`src/rtl/pong_game_ctrl.sv`:
```
// Pong game-state controller: sequences new-game, serve delay, play and game-over,
// keeps BCD scores and drives gra_still back to the graphics block.
module pong_game_ctrl #(
    parameter int WIN_SCORE   = 10,
    parameter int SERVE_TICKS = 120,
    parameter int OVER_TICKS  = 180
) (
    input  logic       clk,
    input  logic       reset,
    input  logic [3:0] btn,
    input  logic [9:0] x,
    input  logic [9:0] y,
    input  logic       pts_1,
    input  logic       pts_2,
    output logic       gra_still,
    output logic [7:0] score1,
    output logic [7:0] score2,
    output logic       new_game,
    output logic       game_over,
    output logic       winner
);

    typedef enum logic [1:0] {NEWGAME, SERVE, PLAY, OVER} state_t;

    localparam logic [7:0] SERVE_T = 8'(SERVE_TICKS);
    localparam logic [7:0] OVER_T  = 8'(OVER_TICKS);
    localparam logic [7:0] WIN_BCD = 8'(((WIN_SCORE / 10) * 16) + (WIN_SCORE % 10));

    state_t     state, state_nxt;
    logic [7:0] timer, timer_nxt;
    logic [7:0] score1_nxt, score2_nxt;
    logic       armed, armed_nxt;
    logic       winner_nxt;
    logic       tick;
    logic       won;
    logic [7:0] inc1, inc2;

    function automatic logic [7:0] bcd_inc(input logic [7:0] v);
        if (v[3:0] == 4'd9)
            return {v[7:4] + 4'd1, 4'd0};
        else
            return {v[7:4], v[3:0] + 4'd1};
    endfunction

    // One pulse per frame, just after the last visible line.
    assign tick = (y == 10'd481) && (x == 10'd0);
    assign inc1 = bcd_inc(score1);
    assign inc2 = bcd_inc(score2);

    always_ff @(posedge clk or posedge reset) begin
        if (reset) begin
            state  <= NEWGAME;
            timer  <= 8'd0;
            armed  <= 1'b0;
            score1 <= 8'h00;
            score2 <= 8'h00;
            winner <= 1'b0;
        end else begin
            state  <= state_nxt;
            timer  <= timer_nxt;
            armed  <= armed_nxt;
            score1 <= score1_nxt;
            score2 <= score2_nxt;
            winner <= winner_nxt;
        end
    end

    always_comb begin
        state_nxt  = state;
        timer_nxt  = timer;
        armed_nxt  = armed;
        score1_nxt = score1;
        score2_nxt = score2;
        winner_nxt = winner;
        won        = 1'b0;
        case (state)
            NEWGAME: begin
                // A button held since entry must be released before it can start a game.
                if (btn == 4'd0) begin
                    armed_nxt = 1'b1;
                end else if (armed) begin
                    score1_nxt = 8'h00;
                    score2_nxt = 8'h00;
                    timer_nxt  = SERVE_T;
                    armed_nxt  = 1'b0;
                    state_nxt  = SERVE;
                end
            end
            SERVE: begin
                if (timer == 8'd0)
                    state_nxt = PLAY;
                else if (tick)
                    timer_nxt = timer - 8'd1;
            end
            PLAY: begin
                // Leaving PLAY on the first flag cycle keeps a persistent flag from double-counting.
                if (pts_1 || pts_2) begin
                    if (pts_1) begin
                        score1_nxt = inc1;
                        won        = (inc1 == WIN_BCD);
                    end else begin
                        score2_nxt = inc2;
                        won        = (inc2 == WIN_BCD);
                    end
                    if (won) begin
                        winner_nxt = ~pts_1;
                        timer_nxt  = OVER_T;
                        state_nxt  = OVER;
                    end else begin
                        timer_nxt  = SERVE_T;
                        state_nxt  = SERVE;
                    end
                end
            end
            OVER: begin
                if (timer == 8'd0) begin
                    armed_nxt = 1'b0;
                    state_nxt = NEWGAME;
                end else if (tick) begin
                    timer_nxt = timer - 8'd1;
                end
            end
            default: state_nxt = NEWGAME;
        endcase
    end

    always_comb begin
        gra_still = (state != PLAY);
        new_game  = (state == NEWGAME);
        game_over = (state == OVER);
    end

endmodule

```
`config.mk`:
```
export PLATFORM = sky130hd
export DESIGN_NAME = pong_game_ctrl
export DESIGN_NICKNAME = d
export VERILOG_FILES = /design/src/rtl/pong_game_ctrl.sv
export SDC_FILE = /design/constraint.sdc
export NUM_CORES = 1
export LEC_CHECK = 0
export BUFFER_PORTS_ARGS = -buffer_cell sky130_fd_sc_hd__buf_4
export CORE_MARGIN = 8
export CORE_UTILIZATION = 57
export CTS_CLUSTER_DIAMETER = 60
export CTS_CLUSTER_SIZE = 24
export DETAILED_ROUTE_END_ITERATION = 7
export MAX_ROUTING_LAYER = met4
export PLACE_DENSITY = 0.85
export SLEW_MARGIN = 10
export SYNTH_ARGS = -nofsm -noshare
export SYNTH_HDL_FRONTEND = slang
export SYNTH_SLANG_ARGS = --single-unit
```
`constraint.sdc`:
```
create_clock -name clk -period 5.8 [get_ports clk]
set_input_delay 0.58 -clock clk [delete_from_list [all_inputs] [get_ports clk]]
set_output_delay 0.58 -clock clk [all_outputs]
set_load 0.03 [all_outputs]
```
After elaboration in Yosys (flattened, before gate mapping)
Index checks and enable logic that the tools add are counted.

Output and inout port bits: 20. Register bits after elaboration: 28. Word-level logic and storage cells: 75. Input bits: 28.

Multiplexer cells: 30. Eq/ne operators: 18. Reductions and logical operators: 15. Add/sub/neg operators: 5. Bitwise operators: 1.

Operators by type and width (number): $mux W8 (14); $pmux W8 S2 (2); $pmux W8 S3 (1); $reduce_and A5 Y1 (4); $add A4 B1 Y4 const B (4); $eq A8 B5 Y1 const B (2); $ne A2 B2 Y1 const B (7); $mux W2 (6); $eq A10 B9 Y1 const B (1); $logic_not A10 Y1 (1); $eq A4 B4 Y1 const B (2); $logic_not A8 Y1 (1); $pmux W2 S4 (1); $sub A8 B1 Y8 const B (1); $ne A2 B1 Y1 const B (3); $mux W1 (5); $eq A2 B2 Y1 const B (2); $logic_not A4 Y1 (1); $reduce_bool A2 Y1 (2); $reduce_and A3 Y1 (1); $eq A2 B1 Y1 const B (1); $logic_not A2 Y1 (1); $pmux W1 S2 (1); $reduce_and A2 Y1 (1); other kinds (4) (4).

Depth between registers and ports, before layout
Gate-level depths: netlist of the first run.

Depth after elaboration: 9. Mapped depth: 8. Mapped depth without buffers: 8.

Worst setup path after synthesis of the first run
OpenSTA, ideal clock, no wires.

Path type: reg-to-reg. Start point: register score2[1]. End point: register timer[3]. Arrival: 2010 ps. Clock period less this slack: 2131 ps. Data required time: 5678 ps. Setup slack: 3669 ps. Stages on the path, launching flop included: 9. Setup time: 122 ps. Buffers on the path: 2. Path through: dfrtp_1 -> buf_2 -> and4bb_1 -> buf_4 -> a211oi_2 -> a31oi_1 -> a2111oi_4 -> o211ai_2 -> a32o_1.

Longest elaborated chain between the ends: 9. Elaborated cells on any way between the ends: 10. Classes of those cells: add/sub: 1; eq/ne: 2; mux: 7.

RTL lines: start, declared (line 17) `output logic [7:0] score2,`; start signal, assigned (line 63) `score2 <= score2_nxt;`; $add A4 B1 Y4 / $eq A4 B4 Y1 (equally long branches) (line 42, 39); $mux W8 (*) (line 39) `if (v[3:0] == 4'd9)`; $eq A8 B5 Y1 (*) (line 103) `won = (inc2 == WIN_BCD);`; $mux W1 (*) (line 98) `if (pts_1) begin`; $mux W1 (*) (line 97) `if (pts_1 || pts_2) begin`; $mux W1 (*) (line 76) `case (state)`; $mux W8 (*) (line 105) `if (won) begin`; $mux W8 (*) (line 97); $pmux W8 S3 (*) (line 76); end signal, assigned (line 60) `timer <= timer_nxt;`; end, declared (line 30) `logic [7:0] timer, timer_nxt;`.

Mark *: on every way between the ends. The rest lies on a longest branch, timed or not. The select of a mux whose other input is x is not followed. A chain may end at the register's enable or synchronous reset.

Worst setup path after layout of the first run
Start point: register score1[0]. End point: register timer[3].

Longest elaborated chain between the ends: 9. Elaborated cells on any way between the ends: 10. Classes of those cells: add/sub: 1; eq/ne: 2; mux: 7.

RTL lines: start, declared (line 16) `output logic [7:0] score1,`; start signal, assigned (line 62) `score1 <= score1_nxt;`; $add A4 B1 Y4 / $eq A4 B4 Y1 (equally long branches) (line 42, 39); $mux W8 (*) (line 39); $eq A8 B5 Y1 (*) (line 100) `won = (inc1 == WIN_BCD);`; $mux W1 (*) (line 98); $mux W1 (*) (line 97); $mux W1 (*) (line 76); $mux W8 (*) (line 105); $mux W8 (*) (line 97); $pmux W8 S3 (*) (line 76).

Marked as above.

==> results.sh, run 1 <==
export IMPL_fin_setup_tns_ps=0
export IMPL_synth_most_common_cell="o21ai_0"
export IMPL_synth_commonest_cells="o21ai_0 (29), dfrtp_1 (28), nand2_1 (27)"
export IMPL_top_usage_layer="met2"
export IMPL_drt_wl_total_mm=4.64
export IMPL_timing_final_crit_share_pct=46.8
export IMPL_synth_cell_type_count=59
export IMPL_setup_viol=0
export IMPL_power_density_nw_per_um2=253
export IMPL_finalPower_mw=0.587
export IMPL_numCtsBuffers=3
export IMPL_dp_cells=301
export IMPL_io_pins=48
export IMPL_r2r_setup_slack_ps=3090
export IMPL_seq_area_frac_synth_pct=36.0
export IMPL_finalClockSkew_ps=8.16
export IMPL_dp_hpwl_mm=3.49
export IMPL_cp_max_fo=12
export IMPL_netlist_area_um2=1940
export IMPL_synth_fp_nets=250
export IMPL_place_ws_ps=3210
export IMPL_postLayoutCellArea_um2=2320
export IMPL_areaGrowthSynthToFinish_pct=19.3
export IMPL_fin_nets=291
export IMPL_ys_ff_latch=28
export IMPL_ys_flop_type="dfrtp_1"
export IMPL_track_usage_pct=17.6
export IMPL_grt_first_pass_wirelength_mm=7.71
export IMPL_avgSynthCellArea_um2=8.88
export IMPL_gp_congestion=0.835
export IMPL_drive_gt1_share_pct=26.6
export IMPL_critPathKind="reg2reg"
export IMPL_startpoint="score1[0]$_DFFE_PP0P_"
export IMPL_dr_pass1_iters=4
export IMPL_rsz0062_at_grt="false"
export IMPL_clockBufferDepth=2
export IMPL_clk_pin_slew_ps=160
export IMPL_yosys_warnings=0
export IMPL_wl_per_cell_um=15.2
export IMPL_yosysTopAreaCell="dfrtp_1"
export IMPL_relSlewSlack_pct=27.6
export IMPL_power_leakage_nw=0.964
export IMPL_arrival_ps=2940
export IMPL_postSynthCellCount=219
export IMPL_worst_slack_ps=3090
export IMPL_gr_usage_met3_pct=2.56
export IMPL_clock_latency_ps=320
export IMPL_antennaDiodeCount=0
export IMPL_antenna_found_initial=0
export IMPL_drc_errors=0
export IMPL_met2_usage_pct=29.1
export IMPL_overflow=0
export IMPL_die_y_um=74.4
export IMPL_grt_pass1_vias=1726
export IMPL_max_cap_violations=0
export IMPL_min_period_ps=2710
export IMPL_grt_start_max_net_pins=29
export IMPL_antenna_left=0
export IMPL_synth_area_top_cells="dfrtp_1 (36%), o21ai_0 (7.5%), nand2_1 (5.2%)"
export IMPL_placed_area_um2=2280
export IMPL_worst_pin_slew_ps=1080
export IMPL_cts_sinks=28
export IMPL_core_area_um2=3310
export IMPL_port_buffers=47
export IMPL_h_tree_depth=1
export IMPL_netlist_area_leader_share_pct=36.0
export IMPL_die_area_um2=5540
export IMPL_async_flop_share_pct=100
export IMPL_cts_setup_buffers=0
export IMPL_cts_root_buf="clkbuf_4"
export IMPL_crit_path_end_kind="flip-flop"
export IMPL_r2r_start="score1[0]$_DFFE_PP0P_"
export IMPL_cts_tree="built"
export IMPL_clock_fmax_mhz=369
export IMPL_ctsHoldBuffers=0
export IMPL_gr_usage_met1_pct=22.0
export IMPL_row_count=21
export IMPL_vias=1779
export IMPL_cp_start_kind="flip-flop"
export IMPL_cts_resized=0
export IMPL_drv_slew=0
export IMPL_hp_class="in2async"
export IMPL_synth_edf_count=0
export IMPL_start_util_pct=58.7
export IMPL_required_ps=6020
export IMPL_outcome="completed"
export IMPL_drt_iter0_markers=97
export IMPL_die_w_um=74.4
export IMPL_stdcell_count=305
export IMPL_hold_viol=0
export IMPL_vias_per_cell=5.83
export IMPL_vdd_ir_drop_max_v=0.000136
[critical path, cell delays in order, from the launching register on]
cell      delay, ps
dfrtp_1         570
nor4bb_1        920
nor3b_2         300
o211ai_1        130
a21oi_1         270
o211ai_2        170
a32o_1          260
[metal layers]
| layer | wire (µm) | vias to the layer above |
|---|---|---|
| met3 | 205 | 4 |
| li1 | - | 891 |
| met4 | 48 | 0 |
| met5 | 0 | - |
| met1 | 2100 | 848 |
| met2 | 2290 | 36 |
[final timing paths]
check,end,cells past startpoint
max in group asynchronous,timer[7]$_DFFE_PP0P_,2
worst min register to register,score1[7]$_DFFE_PP0P_,1
min in group clk,score1[7]$_DFFE_PP0P_,1
worst max register to register,timer[3]$_DFFE_PP0P_,6
worst max-delay path,timer[3]$_DFFE_PP0P_,6
worst min-delay path,score2[0]$_DFFE_PP0P_,2
[state kept, by name, indices dropped and copies added, names as in the netlist]
name / flops
score2: 8
score1: 8
winner: 1
armed: 1
timer: 8
state: 2
[logic make-up (layout without fill, tap and decap cells)]
kind of cell,count (synthesis),in the layout,synth area share [%]
and+or+nand+nor,90,90,28.5
AOI/OAI and AO/OA,73,73,25.4
DFF,28,28,36.0
adders and majority gates,3,3,1.93
buffers and inverters,19,59,5.21
xor gates and xnor gates,4,4,1.80
muxes,2,2,1.16
[cell usage in the layout (no fill, tap or decap), drive strengths merged, types with 4 or more instances in the layout]
cell,netlist,layout
nand3,10,10
nor3,6,6
clkbuf,5,4
o21ai,29,29
nor3b,4,4
inv,8,8
and2,5,5
nor4,4,4
o31ai,6,6
buf,6,47
nand2,27,27
a21oi,12,12
dfrtp,28,28
or2,4,4
nor2,13,13
nand2b,4,4
[metrics by stage]
| stage | utilization, % | hold WS (ps) |
|---|---|---|
| 6_report | 70.1 | 510 |
| 4_1_cts | 70.1 | 521 |
| 5_1_grt | 70.1 | 526 |
| 3_3_place_gp | 69.0 | 515 |
| 3_5_place_dp | 69.0 | 494 |
| 2_1_floorplan | - | 534 |
[cell type report]
type                            count  area [µm²]
Clock buffer                        4        36.3
Sequential cell                    28         701
Multi-Input combinational cell    172        1140
Tap cell                           46        57.6
Timing Repair Buffer               47         353
Fill cell                         288         991
Inverter                            8        30.0
[power breakdown]
| group | internal (mW) | switching, mW |
|---|---|---|
| registers | 0.229 | 0.0633 |
| logic | 0.0949 | 0.103 |
| clock network | 0.0384 | 0.0586 |
| total | 0.362 | 0.224 |
(Power assumes the default switching activity.)
==> inputs of run 2 (changes only) <==
CORE_UTILIZATION = 53   (was 57)
PLACE_DENSITY = 0.79   (was 0.85)
clock period = 2.6 ns   (was 5.8 ns; I/O delays follow)
==> run 2 against run 1 <==
- power is 150% higher
- final area is 2.9% higher
- clock skew is 1.9 ps lower
- via count is 0.79% higher
- flip-flop and latch count stayed put
- final cell count is 2.0% higher
- sequential power is 120% higher
- critical path type unchanged
- largest cell class unchanged
- largest power group unchanged
==> results.sh, run 2 (synthesis results as in run 1) <==
export IMPL_fin_setup_tns_ps=0
export IMPL_vdd_ir_drop_max_v=0.000368
export IMPL_most_common_layout_cells="buf_4 (51), o21ai_0 (29), dfrtp_1 (28)"
export IMPL_r2r_cells=7
export IMPL_row_count=22
export IMPL_p_int_mw=0.934
export IMPL_overflow=0
export IMPL_ctsHoldBuffers=0
export IMPL_numCtsBuffers=3
export IMPL_wl_per_cell_um=14.6
export IMPL_r2r_start="score1[4]$_DFFE_PP0P_"
export IMPL_drc_errors=0
export IMPL_areaGrowthSynthToFinish_pct=22.8
export IMPL_die_area_um2=5860
export IMPL_p_seq_share_pct=44.8
export IMPL_die_y_um=76.6
export IMPL_arrival_ps=2340
export IMPL_dp_hpwl_mm=3.39
export IMPL_grt_first_pass_wirelength_mm=7.73
export IMPL_drt_wl_total_mm=4.55
export IMPL_biggestRegsByFlops="score1 x8, score2 x8, timer x8"
export IMPL_drt_iter0_markers=111
export IMPL_gp_congestion=0.836
export IMPL_cts_sinks=28
export IMPL_cp_start_kind="flip-flop"
export IMPL_cts_setup_buffers=0
export IMPL_port_buffers=47
export IMPL_grt_start_max_net_pins=29
export IMPL_dp_cells=307
export IMPL_final_common_cell="buf_4"
export IMPL_max_cap_violations=0
export IMPL_rsz0062_at_grt="false"
export IMPL_utilization_pct=66.2
export IMPL_r2r_setup_slack_ps=430
export IMPL_die_w_um=76.6
export IMPL_critPathKind="reg2reg"
export IMPL_min_period_ps=2170
export IMPL_setup_viol=0
export IMPL_power_frac_comb_pct=31.2
export IMPL_cts_root_buf="clkbuf_8"
export IMPL_p_sw_share_pct=35.5
export IMPL_clock_latency_ps=280
export IMPL_pwr_share_clk_pct=24.0
export IMPL_vias_per_cell=5.77
export IMPL_io_pins=48
export IMPL_worstReg2RegEnd="timer[3]$_DFFE_PP0P_"
export IMPL_vias=1793
export IMPL_switching_power_mw=0.514
export IMPL_antenna_found_initial=0
export IMPL_clock_fmax_mhz=461
export IMPL_fin_nets=295
export IMPL_required_ps=2770
export IMPL_antennaDiodeCount=0
export IMPL_cts_resized=0
export IMPL_power_density_nw_per_um2=607
export IMPL_hp_class="in2async"
export IMPL_antenna_left=0
export IMPL_grt_pass1_vias=1715
export IMPL_drv_slew=0
export IMPL_crit_path_end_kind="flip-flop"
export IMPL_start_util_pct=53.9
export IMPL_dr_pass1_iters=4
export IMPL_cts_tree="built"
export IMPL_relSlewSlack_pct=62.5
export IMPL_outcome="completed"
export IMPL_finalClockSkew_ps=6.27
export IMPL_worst_pin_slew_ps=560
export IMPL_clk_pin_slew_ps=100
export IMPL_stdcell_count=311
export IMPL_core_area_um2=3610
export IMPL_hold_viol=0
export IMPL_power_leakage_nw=0.997
export IMPL_cp_max_fo=7
export IMPL_drive_gt1_share_pct=27.8
export IMPL_track_usage_pct=15.7
export IMPL_h_tree_depth=1
export IMPL_clockBufferDepth=2
export IMPL_timing_final_crit_share_pct=83.5
==> run 2: cell types whose count changed in the layout (fill, tap and decap cells not counted) <==
| cell | previous run | this run |
|---|---|---|
| clkbuf_8 | 1 | 3 |
| buf_4 | 47 | 51 |
| bufinv_16 | 0 | 1 |
| clkbuf_4 | 3 | 0 |
==> run 2: power by group through the flow <==
stage / logic, mW / clock network [mW] / registers (mW)
global placement: 0.441 / 0 / 0.649
global route: 0.499 / 0.367 / 0.664
detailed placement: 0.449 / 0 / 0.655
finish: 0.451 / 0.348 / 0.649
CTS: 0.456 / 0.352 / 0.645
floorplan: 0.324 / 0 / 0.634
==> run 2: worst max-delay path by stage <==
stage                                     start                     to  slack, ps  cells past startpoint
after global placement     state[1]$_DFFE_PP0P_  score2[0]$_DFFE_PP0P_        490                      5
after floorplan           score2[1]$_DFFE_PP0P_   timer[3]$_DFFE_PP0P_        470                      8
after CTS                  state[0]$_DFFE_PP0P_  score2[0]$_DFFE_PP0P_        420                      5
after global routing      score2[0]$_DFFE_PP0P_   timer[3]$_DFFE_PP0P_        260                      6
final                     score1[4]$_DFFE_PP0P_   timer[3]$_DFFE_PP0P_        430                      7
after detailed placement   state[0]$_DFFE_PP0P_  score2[0]$_DFFE_PP0P_        430                      5
==> run 2: layer usage <==
layer / wire [µm] / GRT usage (%) / up-vias
met5: 0 / - / -
met4: 43 / 4.04 / 0
met3: 154 / 2.24 / 5
met2: 2310 / 26.1 / 33
met1: 2040 / 19.3 / 862
li1: - / - / 893
==> run 2: layout make-up <==
class                   count  area, µm²
fillers                   313       1220
multi-input cells         172       1140
flip-flops and latches     28        701
repair buffers             51        383
well taps                  48       60.1
clock buffers               3       41.3
clock inverters             1       30.0
inverters                   8       30.0
==> run 2: worst max-delay path, cell delays in order, from the launching register on <==
cell and delay [ps]:
dfrtp_1 460, ha_1 260, or2_2 300, a211oi_1 210, o21ai_0 140, a21oi_1 280, o211ai_2 160, a32o_1 240
==> run 2: per-stage QoR <==
stage	hold slack [ps]	setup WS [ps]	power (mW)	area, µm²
floorplan	325	469	0.958	1940
global placement	359	486	1.09	2320
detailed placement	362	434	1.10	2320
CTS	55.1	422	1.45	2390
global route	77.6	262	1.53	2390
finish	39.8	429	1.45	2390
==> inputs of run 3 (changes only) <==
CORE_UTILIZATION = 48   (was 53)
PLACE_DENSITY = 0.76   (was 0.79)
clock period = 1.9 ns   (was 2.6 ns; I/O delays follow)
==> run 3 against run 2 <==
- sequential power is 23% higher
- worst hold slack better by 200 ps
- global-route usage is 1.4 points higher
- fmax is 11% higher
- highest routed layer unchanged
- clock power is 37% higher
- utilization is 8.9 points higher
- sequential share of layout area is 5.5 points lower
- the run now ends with setup timing left
==> results.sh, run 3 (synthesis results as in run 1) <==
export IMPL_dr_pass1_iters=5
export IMPL_die_y_um=79.6
export IMPL_setup_viol=8
export IMPL_clockBufferDepth=2
export IMPL_top_usage_layer="met2"
export IMPL_rsz0062_at_grt="true"
export IMPL_clk_pin_slew_ps=100
export IMPL_final_common_cell="buf_4"
export IMPL_grt_first_pass_wirelength_mm=8.74
export IMPL_die_w_um=79.6
export IMPL_power_leakage_nw=1.29
export IMPL_critPathKind="reg2reg"
export IMPL_drv_slew=0
export IMPL_numCtsBuffers=3
export IMPL_overflow=0
export IMPL_arrival_ps=2130
export IMPL_drt_wl_total_mm=5.64
export IMPL_gr_usage_met1_pct=22.2
export IMPL_grt_start_max_net_pins=29
export IMPL_crit_chain="or4_4, nor3_4, a211o_1, buf_6, o31ai_4, a22oi_1, o21ai_1"
export IMPL_met2_usage_pct=26.3
export IMPL_cts_root_buf="clkbuf_8"
export IMPL_power_frac_comb_pct=44.3
export IMPL_finalClockSkew_ps=6.51
export IMPL_clock_latency_ps=280
export IMPL_holdCritStartpoint="pts_2"
export IMPL_pwr_share_clk_pct=20.8
export IMPL_cts_sinks=28
export IMPL_antenna_found_initial=0
export IMPL_most_common_layout_cells="buf_4 (97), nand2_1 (26), o21ai_0 (25)"
export IMPL_stdcell_count=366
export IMPL_cts_tree="built"
export IMPL_clock_fmax_mhz=512
export IMPL_dp_cells=343
export IMPL_cp_start_kind="flip-flop"
export IMPL_fin_nets=348
export IMPL_p_sw_share_pct=35.1
export IMPL_drive_gt1_share_pct=48.1
export IMPL_dp_hpwl_mm=3.82
export IMPL_required_ps=2070
export IMPL_areaGrowthSynthToFinish_pct=52.3
export IMPL_vdd_ir_drop_max_v=0.000465
export IMPL_p_int_mw=1.49
export IMPL_track_usage_pct=17.0
export IMPL_switching_power_mw=0.804
export IMPL_drt_iter0_markers=134
export IMPL_biggestRegsByFlops="score1 x8, score2 x8, timer x8"
export IMPL_row_count=23
export IMPL_violations="setup timing"
export IMPL_r2r_start="state[0]$_DFFE_PP0P_"
export IMPL_crit_path_end_kind="flip-flop"
export IMPL_wl_per_cell_um=15.4
export IMPL_worst_pin_slew_ps=465
export IMPL_cpMaxStageDelayCell="or4_4"
export IMPL_io_pins=48
export IMPL_cp_max_fo=5
export IMPL_cp_top_family="simple AND/OR/NAND/NOR gates"
export IMPL_startpoint="state[0]$_DFFE_PP0P_"
export IMPL_power_density_nw_per_um2=773
export IMPL_h_tree_depth=1
export IMPL_gp_congestion=0.869
export IMPL_port_buffers=47
export IMPL_worst_slack_ps=-54.2
export IMPL_slowest_delay_ps=530
export IMPL_gr_usage_met3_pct=3.60
export IMPL_vias=2058
export IMPL_die_area_um2=6340
export IMPL_vias_per_cell=5.62
export IMPL_outcome="complete, but fails checks"
export IMPL_max_cap_violations=0
export IMPL_antennaDiodeCount=0
export IMPL_min_period_ps=1950
export IMPL_critPathBufInv=1
export IMPL_whs_ps=235
export IMPL_core_area_um2=3940
export IMPL_relSlewSlack_pct=68.8
export IMPL_grt_pass1_vias=1862
export IMPL_num_fill_cells=279
export IMPL_hp_class="in2reg"
export IMPL_p_seq_share_pct=35.0
export IMPL_antenna_left=0
export IMPL_timing_final_crit_share_pct=103
export IMPL_start_util_pct=49.3
export IMPL_hold_viol=0
export IMPL_drc_errors=0
run 3: path summary, 6_finish.rpt:
| path | endpoint | slack, ps | cells past startpoint |
|---|---|---|---|
| worst max-delay path | score2[3]$_DFFE_PP0P_ | -50 | 7 |
| worst min-delay path | winner$_DFFE_PP0P_ | 240 | 3 |
| worst max register to register | score2[3]$_DFFE_PP0P_ | -50 | 7 |
| worst min register to register | score1[7]$_DFFE_PP0P_ | 540 | 1 |
| max in group asynchronous | score2[1]$_DFFE_PP0P_ | 1080 | 4 |
| min in group asynchronous | score1[1]$_DFFE_PP0P_ | 530 | 4 |
run 3: power groups by stage:
stage          Clock [mW]  Combinational [mW]  Sequential [mW]
6_report            0.476                1.01            0.800
5_1_grt             0.511                1.10            0.816
4_1_cts             0.487               0.866            0.780
3_5_place_dp            0               0.846            0.791
3_3_place_gp            0               0.839            0.786
2_1_floorplan           0               0.455            0.871
run 3: per-stage QoR:
| stage | util [%] | setup WS (ps) | cell area [µm²] | power, mW | setup TNS (ps) |
|---|---|---|---|---|---|
| 2_1_floorplan | - | -140 | 1980 | 1.33 | -277 |
| 3_3_place_gp | 65.8 | -32.8 | 2590 | 1.62 | -93.6 |
| 3_5_place_dp | 65.8 | -54.5 | 2590 | 1.64 | -203 |
| 4_1_cts | 68.9 | -46.7 | 2720 | 2.13 | -51.3 |
| 5_1_grt | 75.1 | -116 | 2960 | 2.43 | -1160 |
| 6_report | 75.1 | -54.2 | 2960 | 2.29 | -339 |
run 3: layout make-up:
class	count	area [µm²]	share of cell area, %
inverter	8	30.0	1.01
tap	50	62.6	2.11
timing repair buffer	104	806	27.2
clock buffer	3	41.3	1.39
multi-input combinational	172	1280	43.4
clock inverter	1	30.0	1.01
sequential	28	707	23.9
run 3: per-layer routing:
layer  wire length (µm)  part of all wire [%]
met2               2700                    48
met1               2540                    45
met5                  0                     0
met3                361                   6.4
met4                 31                  0.55
run 3: worst reg2reg max path, cell delays in order (launching register included):
cell and delay [ps]:
dfrtp_1 400, or4_4 530, nor3_4 290, a211o_1 220, buf_6 120, o31ai_4 50, a22oi_1 150, o21ai_1 90
run 3: timing repair:
item	CTS	global route
buffers inserted	2	16
endpoints found under the setup margin	15	17
hold buffers	1	0
gates resized for setup	6	30
pin swaps	3	20
endpoints found under the hold margin	28	0
